--- config.mk ---
export PLATFORM = sky130hd
export DESIGN_NAME = stacker_ctrl
export DESIGN_NICKNAME = d
export VERILOG_FILES = /design/src/rtl/stacker_pkg.sv /design/src/rtl/stacker_tick_counter.sv /design/src/rtl/stacker_ctrl.sv
export SDC_FILE = /design/constraint.sdc
export NUM_CORES = 1
export LEC_CHECK = 0
export ABC_AREA = 1
export CORE_ASPECT_RATIO = 1.1
export CORE_MARGIN = 3
export CORE_UTILIZATION = 35
export CTS_BUF_LIST = sky130_fd_sc_hd__clkbuf_4 sky130_fd_sc_hd__clkbuf_8
export CTS_CLUSTER_SIZE = 16
export DETAILED_ROUTE_END_ITERATION = 10
export GPL_TIMING_DRIVEN = 0
export PLACE_DENSITY = 0.6
export SLEW_MARGIN = 10
export SYNTH_ARGS = -nofsm -noshare
export SYNTH_HDL_FRONTEND = slang
export SYNTH_SLANG_ARGS = --single-unit
export TNS_END_PERCENT = 100
--- constraint.sdc ---
create_clock -name clk -period 14.5 [get_ports clk]
set_input_delay 2.9 -clock clk [delete_from_list [all_inputs] [get_ports clk]]
set_output_delay 2.9 -clock clk [all_outputs]
set_load 0.03 [all_outputs]
--- src/rtl/stacker_pkg.sv ---
// Shared types and default constants for the stacker game controller.
package stacker_pkg;

  // Controller states; the numeric encoding is exported on state_dbg.
  typedef enum logic [3:0] {
    StIdle      = 4'd0,
    StArm       = 4'd1,
    StDraw      = 4'd2,
    StTick      = 4'd3,
    StErase     = 4'd4,
    StMove      = 4'd5,
    StLock      = 4'd6,
    StTrimErase = 4'd7,
    StTrimDraw  = 4'd8,
    StNextRow   = 4'd9,
    StLose      = 4'd10,
    StWin       = 4'd11
  } state_e;

  typedef enum logic {
    DirRight = 1'b0,
    DirLeft  = 1'b1
  } dir_e;

  localparam int unsigned DefaultScreenW   = 160;
  localparam int unsigned DefaultRowH      = 8;
  localparam int unsigned DefaultNumRows   = 15;
  localparam int unsigned DefaultInitW     = 32;
  localparam logic [23:0] DefaultDelayInit = 24'd833333;
  localparam logic [23:0] DefaultDelayStep = 24'd50000;
  localparam logic [23:0] DefaultDelayMin  = 24'd100000;

endpackage

--- src/rtl/stacker_tick_counter.sv ---
// Loadable down-counter that paces block movement.
module stacker_tick_counter (
  input  logic        clk_i,
  input  logic        rst_i,
  input  logic        load_i,
  input  logic [23:0] load_val_i,
  input  logic        en_i,
  output logic        expired_o
);

  logic [23:0] count_q, count_d;

  // Reload has priority; otherwise count down while enabled, holding at zero.
  always_comb begin
    count_d = count_q;
    if (load_i) begin
      count_d = load_val_i;
    end else if (en_i && (count_q != 24'd0)) begin
      count_d = count_q - 24'd1;
    end
  end

  assign expired_o = en_i && (count_q == 24'd0);

  // Count register.
  always_ff @(posedge clk_i or posedge rst_i) begin
    if (rst_i) begin
      count_q <= 24'd0;
    end else begin
      count_q <= count_d;
    end
  end

endmodule

--- src/rtl/stacker_ctrl.sv ---
// Stacker game controller: sweeps a block, locks it on a stop press, trims it
// against the row below and requests rectangle draws from the plot datapath.
module stacker_ctrl
  import stacker_pkg::*;
#(
  parameter int unsigned SCREEN_W   = DefaultScreenW,
  parameter int unsigned ROW_H      = DefaultRowH,
  parameter int unsigned NUM_ROWS   = DefaultNumRows,
  parameter int unsigned INIT_W     = DefaultInitW,
  parameter logic [23:0] DELAY_INIT = DefaultDelayInit,
  parameter logic [23:0] DELAY_STEP = DefaultDelayStep,
  parameter logic [23:0] DELAY_MIN  = DefaultDelayMin
) (
  input  logic       clk,
  input  logic       resetn,
  input  logic       start,
  input  logic       stop_btn,
  output logic       draw_req,
  input  logic       draw_done,
  output logic [7:0] draw_x,
  output logic [6:0] draw_y,
  output logic [7:0] draw_w,
  output logic       draw_erase,
  output logic [3:0] row_idx,
  output logic       game_over,
  output logic       game_win,
  output logic [3:0] state_dbg
);

  localparam logic [8:0] ScreenW9 = 9'(SCREEN_W);
  localparam logic [7:0] ScreenW8 = 8'(SCREEN_W);
  localparam logic [7:0] InitW8   = 8'(INIT_W);
  localparam logic [3:0] LastRow  = 4'(NUM_ROWS - 1);
  localparam logic [6:0] TopRow7  = 7'(NUM_ROWS - 1);
  localparam logic [6:0] RowH7    = 7'(ROW_H);

  state_e      state_q, state_d;
  dir_e        dir_q, dir_d;
  logic [7:0]  x_q, x_d, w_q, w_d, px_q, px_d, pw_q, pw_d, tx_q, tx_d, tw_q, tw_d;
  logic [3:0]  row_q, row_d;
  logic [23:0] period_q, period_d;
  logic        pending_q, pending_d, ack_q, ack_d;
  logic        stop_meta_q, stop_sync_q, stop_prev_q;

  logic        stop_rise, draw_state, done_hs;
  logic        tick_load, tick_en, tick_expired;
  logic [23:0] tick_reload, period_dec, period_next;
  logic [8:0]  x_end, p_end, ov_hi;
  logic [7:0]  ov_lo;
  logic        ov_none;

  assign stop_rise  = stop_sync_q & ~stop_prev_q;
  assign draw_state = (state_q == StDraw) || (state_q == StErase) ||
                      (state_q == StTrimErase) || (state_q == StTrimDraw);
  // ack_q forces a one-cycle gap after each accepted draw, so back-to-back
  // draw states still present a fresh request edge.
  assign draw_req   = draw_state && !ack_q;
  assign done_hs    = draw_req && draw_done;

  assign tick_load   = (state_q == StDraw) && done_hs;
  assign tick_en     = (state_q == StTick);
  assign tick_reload = period_q - 24'd1;

  stacker_tick_counter u_tick (
    .clk_i      (clk),
    .rst_i      (resetn),
    .load_i     (tick_load),
    .load_val_i (tick_reload),
    .en_i       (tick_en),
    .expired_o  (tick_expired)
  );

  // Overlap of the moving block with the previous row, and the next tick period.
  always_comb begin
    x_end       = {1'b0, x_q} + {1'b0, w_q};
    p_end       = {1'b0, px_q} + {1'b0, pw_q};
    ov_lo       = (x_q > px_q) ? x_q : px_q;
    ov_hi       = (x_end < p_end) ? x_end : p_end;
    ov_none     = (ov_hi <= {1'b0, ov_lo});
    period_dec  = (period_q > DELAY_STEP) ? (period_q - DELAY_STEP) : 24'd0;
    period_next = (period_dec > DELAY_MIN) ? period_dec : DELAY_MIN;
  end

  // Rectangle outputs are zero outside draw states, including during reset.
  always_comb begin
    draw_x     = 8'd0;
    draw_y     = 7'd0;
    draw_w     = 8'd0;
    draw_erase = 1'b0;
    if (draw_state) begin
      draw_x     = (state_q == StTrimDraw) ? tx_q : x_q;
      draw_w     = (state_q == StTrimDraw) ? tw_q : w_q;
      draw_y     = (TopRow7 - {3'b000, row_q}) * RowH7;
      draw_erase = (state_q == StErase) || (state_q == StTrimErase);
    end
  end

  assign row_idx   = row_q;
  assign game_over = (state_q == StLose);
  assign game_win  = (state_q == StWin);
  assign state_dbg = state_q;

  // Next-state and datapath updates.
  always_comb begin
    state_d   = state_q;
    dir_d     = dir_q;
    x_d       = x_q;
    w_d       = w_q;
    px_d      = px_q;
    pw_d      = pw_q;
    tx_d      = tx_q;
    tw_d      = tw_q;
    row_d     = row_q;
    period_d  = period_q;
    pending_d = pending_q | stop_rise;
    ack_d     = done_hs;
    unique case (state_q)
      StIdle: if (start) state_d = StArm;
      StArm: begin
        row_d     = 4'd0;
        x_d       = 8'd0;
        w_d       = InitW8;
        dir_d     = DirRight;
        px_d      = 8'd0;
        pw_d      = ScreenW8;
        period_d  = DELAY_INIT;
        pending_d = 1'b0;
        if (!start) state_d = StDraw;
      end
      StDraw: if (done_hs) state_d = StTick;
      StTick: begin
        if (pending_q) begin
          state_d = StLock;
        end else if (tick_expired) begin
          state_d = StErase;
        end
      end
      StErase: if (done_hs) state_d = StMove;
      StMove: begin
        if (dir_q == DirRight) begin
          if (x_end == ScreenW9) begin
            dir_d = DirLeft;
            x_d   = x_q - 8'd1;
          end else begin
            x_d = x_q + 8'd1;
          end
        end else begin
          if (x_q == 8'd0) begin
            dir_d = DirRight;
            x_d   = x_q + 8'd1;
          end else begin
            x_d = x_q - 8'd1;
          end
        end
        state_d = StDraw;
      end
      StLock: begin
        pending_d = stop_rise;
        if (ov_none) begin
          state_d = StLose;
        end else begin
          tx_d    = ov_lo;
          tw_d    = 8'(ov_hi - {1'b0, ov_lo});
          state_d = StTrimErase;
        end
      end
      StTrimErase: if (done_hs) state_d = StTrimDraw;
      StTrimDraw: begin
        if (done_hs) begin
          x_d     = tx_q;
          w_d     = tw_q;
          state_d = StNextRow;
        end
      end
      StNextRow: begin
        px_d     = x_q;
        pw_d     = w_q;
        row_d    = row_q + 4'd1;
        x_d      = 8'd0;
        dir_d    = DirRight;
        period_d = period_next;
        state_d  = (row_q == LastRow) ? StWin : StDraw;
      end
      StLose, StWin: if (start) state_d = StArm;
      default: state_d = StIdle;
    endcase
  end

  // State registers and the two-flop stop synchroniser.
  always_ff @(posedge clk or posedge resetn) begin
    if (resetn) begin
      state_q     <= StIdle;
      dir_q       <= DirRight;
      x_q         <= 8'd0;
      w_q         <= 8'd0;
      px_q        <= 8'd0;
      pw_q        <= 8'd0;
      tx_q        <= 8'd0;
      tw_q        <= 8'd0;
      row_q       <= 4'd0;
      period_q    <= 24'd0;
      pending_q   <= 1'b0;
      ack_q       <= 1'b0;
      stop_meta_q <= 1'b0;
      stop_sync_q <= 1'b0;
      stop_prev_q <= 1'b0;
    end else begin
      state_q     <= state_d;
      dir_q       <= dir_d;
      x_q         <= x_d;
      w_q         <= w_d;
      px_q        <= px_d;
      pw_q        <= pw_d;
      tx_q        <= tx_d;
      tw_q        <= tw_d;
      row_q       <= row_d;
      period_q    <= period_d;
      pending_q   <= pending_d;
      ack_q       <= ack_d;
      stop_meta_q <= stop_btn;
      stop_sync_q <= stop_meta_q;
      stop_prev_q <= stop_sync_q;
    end
  end

endmodule

==> flow_summary.yaml <==
power_and_ir_drop:
  ir_drop_mv: 0.145
  power_density_nw_per_um2: 251
  leakagePower_uw: 0.00484
placement:
  io_buffer_count: 36
  pre_cts_ws_ns: 8.79
  place.gp.congestion: 0.961
  hpwl_um: 21400
route:
  wl_met3_um: 864
  wl_met1_um: 12000
  drt_first_pass_iters: 5
  route.detailed.wl_per_inst_um: 16.2
  vias_per_cell: 5.18
  postRouteAntennaNets: 0
  drc: 0
  vias: 8678
  drt_wl_total_um: 27200
  drt_iter0_markers: 541
  routed.top_layer: "met4"
  met2_length_um: 13200
worst_setup_path:
  criticalPathCategory: "flip-flop to primary output"
  worstPathArrival_ns: 3.21
  critPathCaptureType: "primary output"
  crit_required_ns: 11.60
  rr_endpoint: "tx_q[5]$_DFFE_PP0P_"
  crit_path_start_kind: "flip-flop"
  startpoint: "state_dbg[1]$_DFFE_PP0P_"
  slowest_stage: "clkdlybuf4s50_1"
  r2r-start: "x_q[0]$_DFFE_PP0P_"
  critPathMaxFanout: 10
  path_cells: "nor2_1 -> nand3_1 -> clkbuf_1 -> clkbuf_1 -> nor2_1 -> a211oi_1 -> clkdlybuf4s50_1"
  r2r_cells: 28
  r2r_slack_ns: 8.71
  critPathMaxStageDelay_ns: 0.74
  endpoint: "draw_w[1]"
synthesis:
  ys_seq_area_frac: 0.315
  yosysMostFrequentCell: "nand2_1"
  synth_area_per_cell_um2: 6.63
  synth_top_area_frac: 0.315
  syn_area_um2: 8730
  yosysWarnings: 0
  synth_cell_types: 44
  synth_edf_count: 0
  asyncSetResetFlopFracSynth: 1.00
  netlist_top_cells_count: "371 x nand2_1, 152 x inv_1, 151 x nor2_1"
  synth.area.top_cells: "dfrtp_1 32%, nand2_1 16%, ha_1 7.0%"
  ys.flop_type: "dfrtp_1"
  ys_seq_elements: 110
  synthCells: 1316
  synth_area_leader_cell: "dfrtp_1"
global_routing:
  antenna_found_initial: 0
  grt_use_total: 0.205
  grt_overflow: 0
  grt_max_degree: 68
  grt_pass1_wl_um: 43700
  grt_pass1_vias: 8423
clocking:
  cts_resized: 0
  postCtsSetupBuffers: 0
  cts_root_buf: "clkbuf_8"
  clock_sinks: 110
  htree_levels: 3
  clock_path_buffers: 2
  numCtsBuffers: 9
  clock_latency_ns: 0.41
  cts_hold_buf: 0
  cts.clk_slew.worst_paths_ns: 0.12
  cts_tree: "done"
timing:
  rsz0062_at_grt: "false"
  hold_viol_final: 0
  timing.slew.headroom: 0.466
  fin_crit_ns: 6.11
  max_freq_mhz: 164
  fin_ws_ns: 8.39
  drv_slew: 0
  setup_tns_ns: 0
  setup_violations: 0
  finClkSkew_ns: 0.0122
  worstMarginPinSlew_ns: 0.799
  period_share: 0.422
run:
  maxCapViolCount: 0
floorplanning:
  die_width_um: 157
  core-area_um2: 24100
  rows: 59
  die-area_um2: 26900
  initial_core_util: 0.363
  io_pins: 40
  die_h_um: 172
layout:
  area_delta_synth_final_pct: 11.0
  drive_gt1_frac: 0.0591
  n_antenna_cell: 0
  final_net_count: 1423
status:
  status: "complete, no violations"
worst_hold_path:
  hold_class: "flip-flop to flip-flop"
  min_path_cells: 0
sequential cells by signal (all words and copies together) (netlist names), 4 cells and up:
name and flops:
w_q 8, state_dbg 4, x_q 8, px_q 8, period_q 24, row_idx 4, tx_q 8, pw_q 8
u_tick.count_q 24, tw_q 8
worst max-delay path, delay by kind of cell (launching register included):
kind | cells | cell delay, ns
simple gates | 3 | 0.28
compound gates | 1 | 0.30
flops | 1 | 0.52
buf+inv | 3 | 1.69
cells in the final DEF, fill, tap and decap left out, drive strengths merged:
| master | n |
|---|---|
| a211oi | 7 |
| nor4 | 3 |
| clkdlybuf4s50 | 36 |
| fa | 3 |
| nor3 | 10 |
| nand3b | 2 |
| clkbuf | 33 |
| o31ai | 2 |
| nand3 | 95 |
| o22ai | 14 |
| o211ai | 3 |
| o32ai | 1 |
| dfrtp | 110 |
| or2 | 1 |
| a21oi | 60 |
| or3 | 1 |
| a21boi | 1 |
| o22a | 1 |
| a22oi | 6 |
| buf | 22 |
| xor2 | 23 |
| xnor2 | 10 |
| a221oi | 1 |
| nor2 | 168 |
| o21ai | 107 |
| and2 | 2 |
| ha | 49 |
| nand2 | 382 |
| a31oi | 6 |
| a21o | 1 |
| o21bai | 1 |
| clkinv | 5 |
| nand4 | 39 |
| inv | 163 |
| conb | 3 |
report_power, final:
| part | internal, uW | switching (uW) | total, uW |
|---|---|---|---|
| registers | 396 | 110 | 506 |
| logic | 589 | 1140 | 1730 |
| clock network | 65.2 | 124 | 189 |
final cells by class:
type | instances | area (um2)
well taps | 305 | 382
repair buffers | 37 | 388
inverters | 161 | 609
flip-flops and latches | 110 | 2750
clock buffers | 9 | 124
multi-input cells | 1002 | 5140
fillers | 2550 | 14400
clock inverters | 7 | 56.3
plain buffers | 45 | 233
worst min-delay path by stage:
stage                                 end                   from
floorplan           stop_sync_q$_DFF_PP0_  stop_meta_q$_DFF_PP0_
global placement    stop_sync_q$_DFF_PP0_  stop_meta_q$_DFF_PP0_
detailed placement  stop_sync_q$_DFF_PP0_  stop_meta_q$_DFF_PP0_
CTS                 stop_sync_q$_DFF_PP0_  stop_meta_q$_DFF_PP0_
global route        stop_sync_q$_DFF_PP0_  stop_meta_q$_DFF_PP0_
finish              stop_sync_q$_DFF_PP0_  stop_meta_q$_DFF_PP0_
routing by layer:
| layer | GRT usage | vias to the layer above |
|---|---|---|
| li1 | - | 4386 |
| met1 | 0.252 | 4021 |
| met2 | 0.357 | 218 |
| met3 | 0.0289 | 53 |
| met4 | 0.0891 | 0 |
| met5 | 0 | - |
cells by family (layout without fill, tap and decap cells):
kind of cell,count (synthesis),in the layout,synth area share
AND/OR/NAND/NOR,703,703,0.344
buffers and inverters,206,259,0.0959
other,1,3,0.000430
XOR/XNOR,33,33,0.0331
flip-flops,110,110,0.315
adder cells (fa/ha/maj),52,52,0.0771
AO/OA/AOI/OAI,211,211,0.134
through the flow:
stage	power [uW]	std cells	area [um2]	util	hold WS, ns
global route	2680	1676	9690	0.403	0.385
floorplan	1740	1318	8730	-	0.331
finish	2430	1676	9690	0.403	0.363
CTS	2420	1676	9690	0.403	0.366
global placement	2210	1659	9480	0.394	0.336
detailed placement	2220	1660	9510	0.395	0.336
No activity file was read; power rests on OpenSTA's default activity.
